--- src/rtl/cr_clic_pkg.sv ---
// Shared FSM encoding and helpers for the CLIC interrupt arbiter.
package cr_clic_pkg;

    typedef enum logic [1:0] {
        IDLE = 2'b00,
        EVAL = 2'b01,
        HOLD = 2'b10
    } arb_state_e;

    function automatic int unsigned clog2(input int unsigned n);
        int unsigned r;
        r = 0;
        for (int unsigned i = 0; i < 32; i++) begin
            if ((64'd1 << i) < 64'(n)) r = i + 1;
        end
        return r;
    endfunction

    // a beats b: higher priority wins, equal priority falls to the smaller key.
    function automatic logic cand_wins(
        input logic        a_vld,
        input logic [31:0] a_prio,
        input logic [31:0] a_key,
        input logic        b_vld,
        input logic [31:0] b_prio,
        input logic [31:0] b_key
    );
        return a_vld && (!b_vld || (a_prio > b_prio) ||
                         ((a_prio == b_prio) && (a_key < b_key)));
    endfunction

endpackage

--- src/rtl/cr_clic_arb_grp.sv ---
// Combinational maximum finder over N (vld, prio, key) entries; returns the winning entry.
module cr_clic_arb_grp
    import cr_clic_pkg::*;
#(
    parameter int unsigned N          = 8,
    parameter int unsigned PRIO_WIDTH = 6,
    parameter int unsigned ID_WIDTH   = 5
) (
    input  logic [N-1:0]            in_vld,
    input  logic [PRIO_WIDTH*N-1:0] in_prio,
    input  logic [ID_WIDTH*N-1:0]   in_id,
    input  logic [ID_WIDTH*N-1:0]   in_key,
    output logic                    out_vld,
    output logic [PRIO_WIDTH-1:0]   out_prio,
    output logic [ID_WIDTH-1:0]     out_id,
    output logic [ID_WIDTH-1:0]     out_key
);

    always_comb begin
        out_vld  = 1'b0;
        out_prio = '0;
        out_id   = '0;
        out_key  = '0;
        for (int unsigned i = 0; i < N; i++) begin
            if (cand_wins(in_vld[i], 32'(in_prio[PRIO_WIDTH*i +: PRIO_WIDTH]),
                          32'(in_key[ID_WIDTH*i +: ID_WIDTH]),
                          out_vld, 32'(out_prio), 32'(out_key))) begin
                out_vld  = 1'b1;
                out_prio = in_prio[PRIO_WIDTH*i +: PRIO_WIDTH];
                out_id   = in_id[ID_WIDTH*i +: ID_WIDTH];
                out_key  = in_key[ID_WIDTH*i +: ID_WIDTH];
            end
        end
    end

endmodule

--- src/rtl/cr_clic_arb_pipe.sv ---
// Two-stage (per-group, then global) CLIC interrupt arbiter with valid/ack hold.
// Define CR_CLIC_ARB_RR_EN for round-robin rotation among equal-priority sources.
module cr_clic_arb_pipe
    import cr_clic_pkg::*;
#(
    parameter int unsigned INT_NUM    = 32,
    parameter int unsigned PRIO_WIDTH = 6,
    parameter int unsigned GRP_NUM    = 4,
    parameter int unsigned ID_WIDTH   = clog2(INT_NUM)
) (
    input  logic                          forever_cpuclk,
    input  logic                          cpurst,
    input  logic [INT_NUM-1:0]            int_pend_vec,
    input  logic [INT_NUM-1:0]            int_en_vec,
    input  logic [PRIO_WIDTH*INT_NUM-1:0] int_prio_vec,
    input  logic [PRIO_WIDTH-1:0]         int_thresh,
    input  logic                          arb_ack,
    input  logic                          arb_flush,
    output logic                          arb_vld,
    output logic [ID_WIDTH-1:0]           arb_id,
    output logic [PRIO_WIDTH-1:0]         arb_prio
);

    localparam int unsigned GRP_SIZE = INT_NUM / GRP_NUM;

    arb_state_e state_q, state_d;

    logic [INT_NUM-1:0]          elig;
    logic [ID_WIDTH*INT_NUM-1:0] src_id, src_key;

    logic [GRP_NUM-1:0]            s1_vld, grp_vld_q, live_vld;
    logic [PRIO_WIDTH*GRP_NUM-1:0] s1_prio, grp_prio_q;
    logic [ID_WIDTH*GRP_NUM-1:0]   s1_id, grp_id_q, s1_key, grp_key_q;

    logic                  s2_vld;
    logic [PRIO_WIDTH-1:0] s2_prio, arb_prio_q;
    logic [ID_WIDTH-1:0]   s2_id, s2_key, arb_id_q;
    logic                  unused_s2_key;

    logic grp_ld, grp_clr, arb_ld, last_ld;

`ifdef CR_CLIC_ARB_RR_EN
    logic [ID_WIDTH-1:0] last_id_q;
`endif

    always_comb begin
        for (int unsigned k = 0; k < INT_NUM; k++) begin
            elig[k] = int_pend_vec[k] & int_en_vec[k] &
                      (int_prio_vec[PRIO_WIDTH*k +: PRIO_WIDTH] > int_thresh);
            src_id[ID_WIDTH*k +: ID_WIDTH] = ID_WIDTH'(k);
        end
    end

`ifdef CR_CLIC_ARB_RR_EN
    // Key rotates so the source just after the last acknowledged one ranks first.
    always_comb begin
        int rr_off;
        rr_off = 0;
        for (int unsigned k = 0; k < INT_NUM; k++) begin
            rr_off = int'(k) - int'(last_id_q) - 1;
            if (rr_off < 0) rr_off = rr_off + int'(INT_NUM);
            src_key[ID_WIDTH*k +: ID_WIDTH] = ID_WIDTH'(rr_off);
        end
    end
`else
    assign src_key = src_id;
`endif

    for (genvar g = 0; g < GRP_NUM; g++) begin : g_grp
        cr_clic_arb_grp #(
            .N          (GRP_SIZE),
            .PRIO_WIDTH (PRIO_WIDTH),
            .ID_WIDTH   (ID_WIDTH)
        ) u_grp (
            .in_vld   (elig[GRP_SIZE*g +: GRP_SIZE]),
            .in_prio  (int_prio_vec[PRIO_WIDTH*GRP_SIZE*g +: PRIO_WIDTH*GRP_SIZE]),
            .in_id    (src_id[ID_WIDTH*GRP_SIZE*g +: ID_WIDTH*GRP_SIZE]),
            .in_key   (src_key[ID_WIDTH*GRP_SIZE*g +: ID_WIDTH*GRP_SIZE]),
            .out_vld  (s1_vld[g]),
            .out_prio (s1_prio[PRIO_WIDTH*g +: PRIO_WIDTH]),
            .out_id   (s1_id[ID_WIDTH*g +: ID_WIDTH]),
            .out_key  (s1_key[ID_WIDTH*g +: ID_WIDTH])
        );
        // A group winner withdrawn since stage 1 no longer counts.
        assign live_vld[g] = grp_vld_q[g] & elig[grp_id_q[ID_WIDTH*g +: ID_WIDTH]];
    end

    cr_clic_arb_grp #(
        .N          (GRP_NUM),
        .PRIO_WIDTH (PRIO_WIDTH),
        .ID_WIDTH   (ID_WIDTH)
    ) u_glb (
        .in_vld   (live_vld),
        .in_prio  (grp_prio_q),
        .in_id    (grp_id_q),
        .in_key   (grp_key_q),
        .out_vld  (s2_vld),
        .out_prio (s2_prio),
        .out_id   (s2_id),
        .out_key  (s2_key)
    );

    assign unused_s2_key = ^s2_key;

    always_comb begin
        state_d = state_q;
        grp_ld  = 1'b0;
        grp_clr = 1'b0;
        arb_ld  = 1'b0;
        last_ld = 1'b0;
        unique case (state_q)
            IDLE: begin
                if (|elig) begin
                    grp_ld  = 1'b1;
                    state_d = EVAL;
                end
            end
            EVAL: begin
                if (arb_flush) begin
                    grp_clr = 1'b1;
                    state_d = IDLE;
                end else if (s2_vld) begin
                    arb_ld  = 1'b1;
                    state_d = HOLD;
                end else begin
                    state_d = IDLE;
                end
            end
            HOLD: begin
                if (arb_ack) begin
                    last_ld = 1'b1;
                    state_d = IDLE;
                end else if (arb_flush) begin
                    state_d = IDLE;
                end
            end
            default: state_d = IDLE;
        endcase
    end

    always_ff @(posedge forever_cpuclk) begin
        if (cpurst) begin
            state_q    <= IDLE;
            grp_vld_q  <= '0;
            grp_prio_q <= '0;
            grp_id_q   <= '0;
            grp_key_q  <= '0;
            arb_id_q   <= '0;
            arb_prio_q <= '0;
        end else begin
            state_q <= state_d;
            if (grp_ld) begin
                grp_vld_q  <= s1_vld;
                grp_prio_q <= s1_prio;
                grp_id_q   <= s1_id;
                grp_key_q  <= s1_key;
            end else if (grp_clr) begin
                grp_vld_q <= '0;
            end
            if (arb_ld) begin
                arb_id_q   <= s2_id;
                arb_prio_q <= s2_prio;
            end
        end
    end

`ifdef CR_CLIC_ARB_RR_EN
    always_ff @(posedge forever_cpuclk) begin
        if (cpurst) begin
            last_id_q <= ID_WIDTH'(INT_NUM - 1);
        end else if (last_ld) begin
            last_id_q <= arb_id_q;
        end
    end
`else
    logic unused_last_ld;
    assign unused_last_ld = last_ld;
`endif

    assign arb_vld  = (state_q == HOLD);
    assign arb_id   = arb_id_q;
    assign arb_prio = arb_prio_q;

endmodule
--- config.mk ---
export PLATFORM = sky130hd
export DESIGN_NAME = cr_clic_arb_pipe
export DESIGN_NICKNAME = d
export VERILOG_FILES = /design/src/rtl/cr_clic_pkg.sv /design/src/rtl/cr_clic_arb_grp.sv /design/src/rtl/cr_clic_arb_pipe.sv
export SDC_FILE = /design/constraint.sdc
export NUM_CORES = 1
export LEC_CHECK = 0
export CAP_MARGIN = 25
export CORE_ASPECT_RATIO = 1.5
export CORE_MARGIN = 2
export CORE_UTILIZATION = 55
export DETAILED_ROUTE_END_ITERATION = 10
export GPL_ROUTABILITY_DRIVEN = 0
export PLACE_DENSITY = 0.86
export SYNTH_ARGS = -nofsm -noshare
export SYNTH_HDL_FRONTEND = slang
export SYNTH_SLANG_ARGS = --single-unit
export TNS_END_PERCENT = 1
--- constraint.sdc ---
create_clock -name forever_cpuclk -period 22.1 [get_ports forever_cpuclk]
set_input_delay 4.42 -clock forever_cpuclk [delete_from_list [all_inputs] [get_ports forever_cpuclk]]
set_output_delay 4.42 -clock forever_cpuclk [all_outputs]
set_load 0.05 [all_outputs]
==> impl_summary.log, run 1 <==
[metrics] post-detailed-route via-to-cell ratio: 6.66
[metrics] number of nets in the synthesized netlist: 2,578
[metrics] final design area excluding fillers: 18,200 um2
[metrics] maximum number of pins on one net before global-route repair: 42
[metrics] clock tree skew after final layout: 0.00570 ns
[metrics] post-synthesis cell area: 14,900 um2
[metrics] actual transition at the worst max-transition pin: 0.874 ns
[metrics] Pwr per Cell Area: 40.9 nW/um2
[metrics] die extent in x: 138 um
[metrics] worst-skew pair later-pin latency: 0.30 ns
[metrics] Yosys top cell by area: ha_1
[metrics] post-placement cell area: 18,000 um2
[metrics] crit-path max cell delay: 0.70 ns
[metrics] post-route minimum period: 20.22 ns
[metrics] maximum clock path buffer count: 2
[metrics] Area Growth Syn to Fin: 22.4%
[metrics] number of vias in the routed layout: 16.8k
[metrics] antenna violations before repair: 3
[metrics] leading cell type in the layout, fill and taps excluded: ha_1
[metrics] setup TNS: 0 ns
[metrics] unrepaired setup endpoints after global routing: no
[metrics] fraction of synthesized cell area taken by the top area cell type: 0.324
[metrics] data arrival time of the critical path: 20.43 ns
[metrics] count of instances resized after the clock tree is built: 0
[metrics] I/O pin cnt: 278
[metrics] Synth Instances: 1,926
[metrics] count of buffers added by post-CTS timing repair for setup: 0
[metrics] post-route total power: 0.000746 W
[metrics] Floorplan Core Area: 26,600 um2
[metrics] total clock buffers created by CTS: 5
[metrics] Hold Slack: 0.517 ns
[metrics] leakage power summed over all cells: 7.86 nW
[metrics] GRT Residual Overflow: 0
[metrics] Top FF cell, synth: dfxtp_1
[metrics] TritonCTS clock tree: done
[metrics] area enclosed by the die boundary: 28,400 um2
[metrics] worst min-delay path category: reg -> reg
[metrics] ratio of final minimum period to clock period: 0.915
[metrics] count of buffering cells on the critical path with inverters included: 8
[metrics] number of hold-repair buffers added at the cts stage: 0
[metrics] Post-DP HPWL: 42.7 mm
[metrics] placed insts: 2,503
[metrics] Die Ht: 205 um
[metrics] total wire length: 50.7 mm
[metrics] leading cell types by total area after synthesis: ha_1, dfxtp_1, o21a_1
[metrics] Clock Sinks: 56
[metrics] YS warnings: 0
[metrics] mean cell area of the mapped netlist: 7.73 um2
[metrics] peak ir drop on the vdd network: 42.2 uV
[metrics] global-route wire length before repair: 80.7 mm
[metrics] clock edge transition at the registers on the reported setup and hold paths: 0.07 ns
[metrics] router iterations before antenna repair: 8
[metrics] average wire per cell in the routed design: 20.1 um
[metrics] port bufs: 277
[metrics] Setup Viol. Count Final: 0
[metrics] Slowest cell on crit path: a21oi_1
[metrics] Max FO, Critical Path: 15
[metrics] DR DRC count: 0
[metrics] starting utilization of the core area: 0.560
[metrics] max-cap check violation count: 0
[metrics] required time of the critical path: 22.31 ns
[metrics] fraction of layout instances using a drive strength above 1: 0.0519
[metrics] number of core rows: 73
[metrics] GRT Total Usage: 0.342
[metrics] worst slew margin relative to its limit: 0.417
[metrics] commonest cells after routing, fill and taps aside: ha_1, clkdlybuf4s50_1, nand2_1
[metrics] remaining antenna violation count after routing: 0
[metrics] cell repeated most along the worst path: o21a_1
[metrics] sort of element at the end of the critical path: flop
[metrics] Cell Count, Final, Fillers Out: 2,517
[metrics] number of synthesized flops with an enable pin: 0
[metrics] Nets: 2,828
[metrics] type of the worst setup path: in -> reg
[metrics] status: complete, no violations
[metrics] Slew Limit Fails: 0
[metrics] number of filler instances in the final layout: 2,235
[metrics] upper clock frequency limit: 49.5 MHz
[metrics] asr flop ratio synth: 0
[metrics] maximum level of the CTS H-tree: 2
[metrics] CTS root buf: clkbuf_16
[metrics] sequential share of the synthesized area: 0.0753
[metrics] number of global-route vias before repair: 17.2k
[metrics] number of distinct library cells after synthesis: 81
[metrics] cell family with most CP delay: compound AO/OA/AOI/OAI gates
[metrics] Critical Path Start Type: primary input
[metrics] number of hold-slack violations in the final timing report: 0
[metrics] initial DRC count: 1,002
[metrics] flip-flop and latch count after synthesis: 56
-- worst paths after layout --
path | cells past startpoint | slack [ns] | endpoint | startpoint
worst max-delay path | 82 | 1.88 | grp_prio_q[10]$_SDFFE_PP0P_ | int_thresh[1]
worst min-delay path | 2 | 0.52 | grp_prio_q[12]$_SDFFE_PP0P_ | grp_prio_q[12]$_SDFFE_PP0P_
worst max register to register | 32 | 13.38 | arb_id[1]$_SDFFE_PP0P_ | grp_key_q[1]$_SDFFE_PP0P_
worst min register to register | 2 | 0.52 | grp_prio_q[12]$_SDFFE_PP0P_ | grp_prio_q[12]$_SDFFE_PP0P_
-- per-layer routing --
metal  routed length [um]  up-vias  global-route usage
met2                25200      840               0.635
met4                 4250        0               0.265
met5                    0        -                   0
li1                     -     7931                   -
met1                18200     7696               0.345
met3                 3080      301              0.0451
-- area by class of cell --
type / instances / area (um2) / share of cell area
inverter: 96 / 360 / 0.0198
antenna: 3 / 7.51 / 0.000412
clock buffer: 5 / 125 / 0.00687
tap: 337 / 422 / 0.0231
multi-input combinational: 1713 / 13200 / 0.723
sequential: 56 / 1120 / 0.0615
timing repair buffer: 304 / 2970 / 0.163
clock inverter: 3 / 46.3 / 0.00254
-- Yosys cell counts, drive strengths merged, types with 18 or more instances --
cell type and number:
o211ai 39, a31oi 32, nand2b 30, ha 386
o21ai 115, inv 95, nor2b 73, nor3 21
o22ai 18, o21a 95, a311oi 19, a21oi 118
nand2 179, dfxtp 56, a211oi 23, or2 38
nand4 43, o21bai 19, a21o 57, clkbuf 53
nor2 110, nand3 41
-- kinds of logic after synthesis --
logic type / after synthesis / share of synthesized area
buffers and inverters: 157 / 0.0408
DFF: 56 / 0.0753
muxes: 32 / 0.0273
AOI/OAI and AO/OA: 696 / 0.328
adders and majority gates: 386 / 0.324
and+or+nand+nor: 599 / 0.204
-- worst min-delay path, cell delays in order (launching register included) --
cell	delay, ns
dfxtp_1	0.31
inv_1	0.08
a221oi_1	0.07
-- metrics by stage --
step	utilization	setup WS, ns
2_1_floorplan	-	2.98
3_5_place_dp	0.678	1.57
5_1_grt	0.686	0.555
4_1_cts	0.684	1.84
3_3_place_gp	0.678	2.09
6_report	0.686	1.88
-- power breakdown --
group          switching [W]  internal, W
clock network      0.0000384    0.0000541
logic               0.000278     0.000235
registers          0.0000235     0.000117
total               0.000340     0.000406
-- state kept, by name, indices dropped and copies added, names as in the netlist --
signal and count:
arb_prio 6, grp_key_q 15, state_q 2, arb_id 5, grp_vld_q 4, grp_prio_q 24
No activity file was read; power rests on OpenSTA's default activity.
==> run 2: changes to the inputs <==
- CTS_BUF_LIST: not set -> sky130_fd_sc_hd__clkbuf_16
- GPL_TIMING_DRIVEN: not set -> 0
==> run 2 against run 1 <==
  * Via count increased by 2.0%
  * Maximum frequency decreased by 3.1%
  * Sequential power is 4% lower
  * Non-clock buffer count up 40
  * Cell count increased by 1.6%
  * Global-route usage up 0.86 points
  * Setup slack got worse by 0.65 ns
  * Critical endpoint is now grp_key_q[6]$_SDFFE_PP0P_
==> impl_summary.log, run 2 (synthesis gave the netlist of run 1 again) <==
[metrics] status: complete, no violations (unchanged)
[metrics] port bufs: 277 (unchanged)
[metrics] number of vias in the routed layout: 17.1k (was 16.8k)
[metrics] average wire per cell in the routed design: 20.3 um (was 20.1 um)
[metrics] Floorplan Core Area: 26,600 um2 (unchanged)
[metrics] max-cap check violation count: 0 (unchanged)
[metrics] DR DRC count: 0 (unchanged)
[metrics] Post-DP HPWL: 42.7 mm (about the same)
[metrics] crit-path max cell delay: 0.46 ns (was 0.70 ns)
[metrics] number of filler instances in the final layout: 2,192 (was 2,235)
[metrics] clock tree skew after final layout: 0.00888 ns (was 0.00570 ns)
[metrics] leakage power summed over all cells: 7.88 nW (was 7.86 nW)
[metrics] worst slew margin relative to its limit: 0.418 (was 0.417)
[metrics] actual transition at the worst max-transition pin: 0.864 ns (was 0.874 ns)
[metrics] number of core rows: 73 (unchanged)
[metrics] antenna violations before repair: 3 (unchanged)
[metrics] number of global-route vias before repair: 17.1k (was 17.2k)
[metrics] remaining antenna violation count after routing: 0 (unchanged)
[metrics] total wire length: 51.9 mm (was 50.7 mm)
[metrics] post-route minimum period: 20.86 ns (was 20.22 ns)
[metrics] sort of element at the end of the critical path: flop (unchanged)
[metrics] Setup Viol. Count Final: 0 (unchanged)
[metrics] Slowest cell on crit path: o21ai_0 (was a21oi_1)
[metrics] GRT Total Usage: 0.350 (was 0.342)
[metrics] data arrival time of the critical path: 21.04 ns (was 20.43 ns)
[metrics] max FFs per register: 24 (unchanged)
[metrics] worst-skew pair later-pin latency: 0.31 ns (was 0.30 ns)
[metrics] maximum number of pins on one net before global-route repair: 32 (was 42)
[metrics] initial DRC count: 1,014 (was 1,002)
[metrics] required time of the critical path: 22.27 ns (was 22.31 ns)
[metrics] Nets: 2,868 (was 2,828)
[metrics] area enclosed by the die boundary: 28,400 um2 (unchanged)
[metrics] TritonCTS clock tree: done (unchanged)
[metrics] GRT Residual Overflow: 0 (unchanged)
[metrics] starting utilization of the core area: 0.560 (unchanged)
[metrics] worst setup slack before clock tree synthesis: 0.417 ns (was 1.57 ns)
[metrics] worst min-delay path category: reg -> reg (unchanged)
[metrics] Pwr per Cell Area: 40.4 nW/um2 (was 40.9 nW/um2)
[metrics] Clock Sinks: 56 (unchanged)
[metrics] global-route wire length before repair: 82.4 mm (was 80.7 mm)
[metrics] die extent in x: 138 um (unchanged)
[metrics] commonest cells after routing, fill and taps aside: ha_1, clkdlybuf4s50_1, nand2_1 (unchanged)
[metrics] CTS root buf: clkbuf_16 (unchanged)
[metrics] peak ir drop on the vdd network: 37.8 uV (was 42.2 uV)
[metrics] total clock buffers created by CTS: 5 (unchanged)
[metrics] I/O pin cnt: 278 (unchanged)
[metrics] number of hold-slack violations in the final timing report: 0 (unchanged)
[metrics] Die Ht: 205 um (unchanged)
[metrics] ratio of final minimum period to clock period: 0.944 (was 0.915)
[metrics] area of the multi-input gates: 13,200 um2 (about the same)
[metrics] post-detailed-route via-to-cell ratio: 6.69 (was 6.66)
[metrics] Slew Limit Fails: 0 (unchanged)
[metrics] leading cell type in the layout, fill and taps excluded: ha_1 (unchanged)
[metrics] sequential cell area: 1120 um2 (unchanged)
[metrics] type of the worst setup path: in -> reg (unchanged)
[metrics] cell repeated most along the worst path: o21a_1 (unchanged)
[metrics] Critical Path Start Type: primary input (unchanged)
[metrics] unrepaired setup endpoints after global routing: no (unchanged)
[metrics] final core utilization: 0.693 (was 0.686)
[metrics] maximum clock path buffer count: 2 (unchanged)
[metrics] Max FO, Critical Path: 17 (was 15)
[metrics] router iterations before antenna repair: 8 (unchanged)
[metrics] final worst slack: 1.24 ns (was 1.88 ns)
[metrics] maximum level of the CTS H-tree: 2 (unchanged)
[metrics] clock edge transition at the registers on the reported setup and hold paths: 0.08 ns (was 0.07 ns)
[metrics] Area Growth Syn to Fin: 23.8% (was 22.4%)
[metrics] fraction of layout instances using a drive strength above 1: 0.0523 (was 0.0519)
[metrics] post-route total power: 0.000745 W (was 0.000746 W)
[metrics] upper clock frequency limit: 47.9 MHz (was 49.5 MHz)
[metrics] register ranked first by flip-flop count: grp_prio_q (unchanged)
==> run 2: routing by layer <==
layer / share of wire / GRT usage
met3: 0.067 / 0.0538
met5: 0 / 0
met1: 0.36 / 0.366
met4: 0.079 / 0.249
met2: 0.49 / 0.640
==> run 2: what timing repair did <==
action                     in CTS  in global routing
hold buffers                    0                  0
buffers inserted                0                  0
resized for setup               0                 17
setup endpoints to repair       0                 34
==> run 2: area by class of cell <==
class / count / share of cell area
Buffer: 60 / 0.0134
Clock inverter: 3 / 0.00143
Tap cell: 337 / 0.0229
Timing Repair Buffer: 284 / 0.158
Clock buffer: 5 / 0.00679
Sequential cell: 56 / 0.0608
Multi-Input combinational cell: 1713 / 0.716
Inverter: 96 / 0.0197
Antenna cell: 3 / 0.000407
==> run 2: critical path: cells and delay by family <==
family	cells	cell delay [ns]
buf+inv	13	3.23
fa+ha+maj	8	2.34
mux	1	0.36
simple gates	18	2.38
compound gates	45	8.29
==> run 2: path summary, 6_finish.rpt <==
path	start	to	slack (ns)	cells past startpoint
hold / removal	grp_prio_q[12]$_SDFFE_PP0P_	grp_prio_q[12]$_SDFFE_PP0P_	0.50	2
setup / recovery	int_thresh[3]	grp_key_q[6]$_SDFFE_PP0P_	1.24	85
hold reg to reg	grp_prio_q[12]$_SDFFE_PP0P_	grp_prio_q[12]$_SDFFE_PP0P_	0.50	2
setup reg to reg	grp_key_q[1]$_SDFFE_PP0P_	arb_prio[0]$_SDFFE_PP0P_	13.49	37
==> run 2: power by group <==
part	internal [W]	switching [W]
registers	0.000117	0.0000185
clock network	0.0000428	0.0000385
logic	0.000237	0.000291
total	0.000397	0.000348
==> run 2: through the flow <==
step | TNS (ns) | hold WS [ns] | area (um2) | std cells
floorplan | 0 | 0.444 | 14900 | 1926
global placement | -2.57 | 0.489 | 18100 | 2540
detailed placement | 0 | 0.493 | 18200 | 2547
CTS | 0 | 0.506 | 18400 | 2555
global route | 0 | 0.537 | 18400 | 2557
finish | 0 | 0.502 | 18400 | 2557
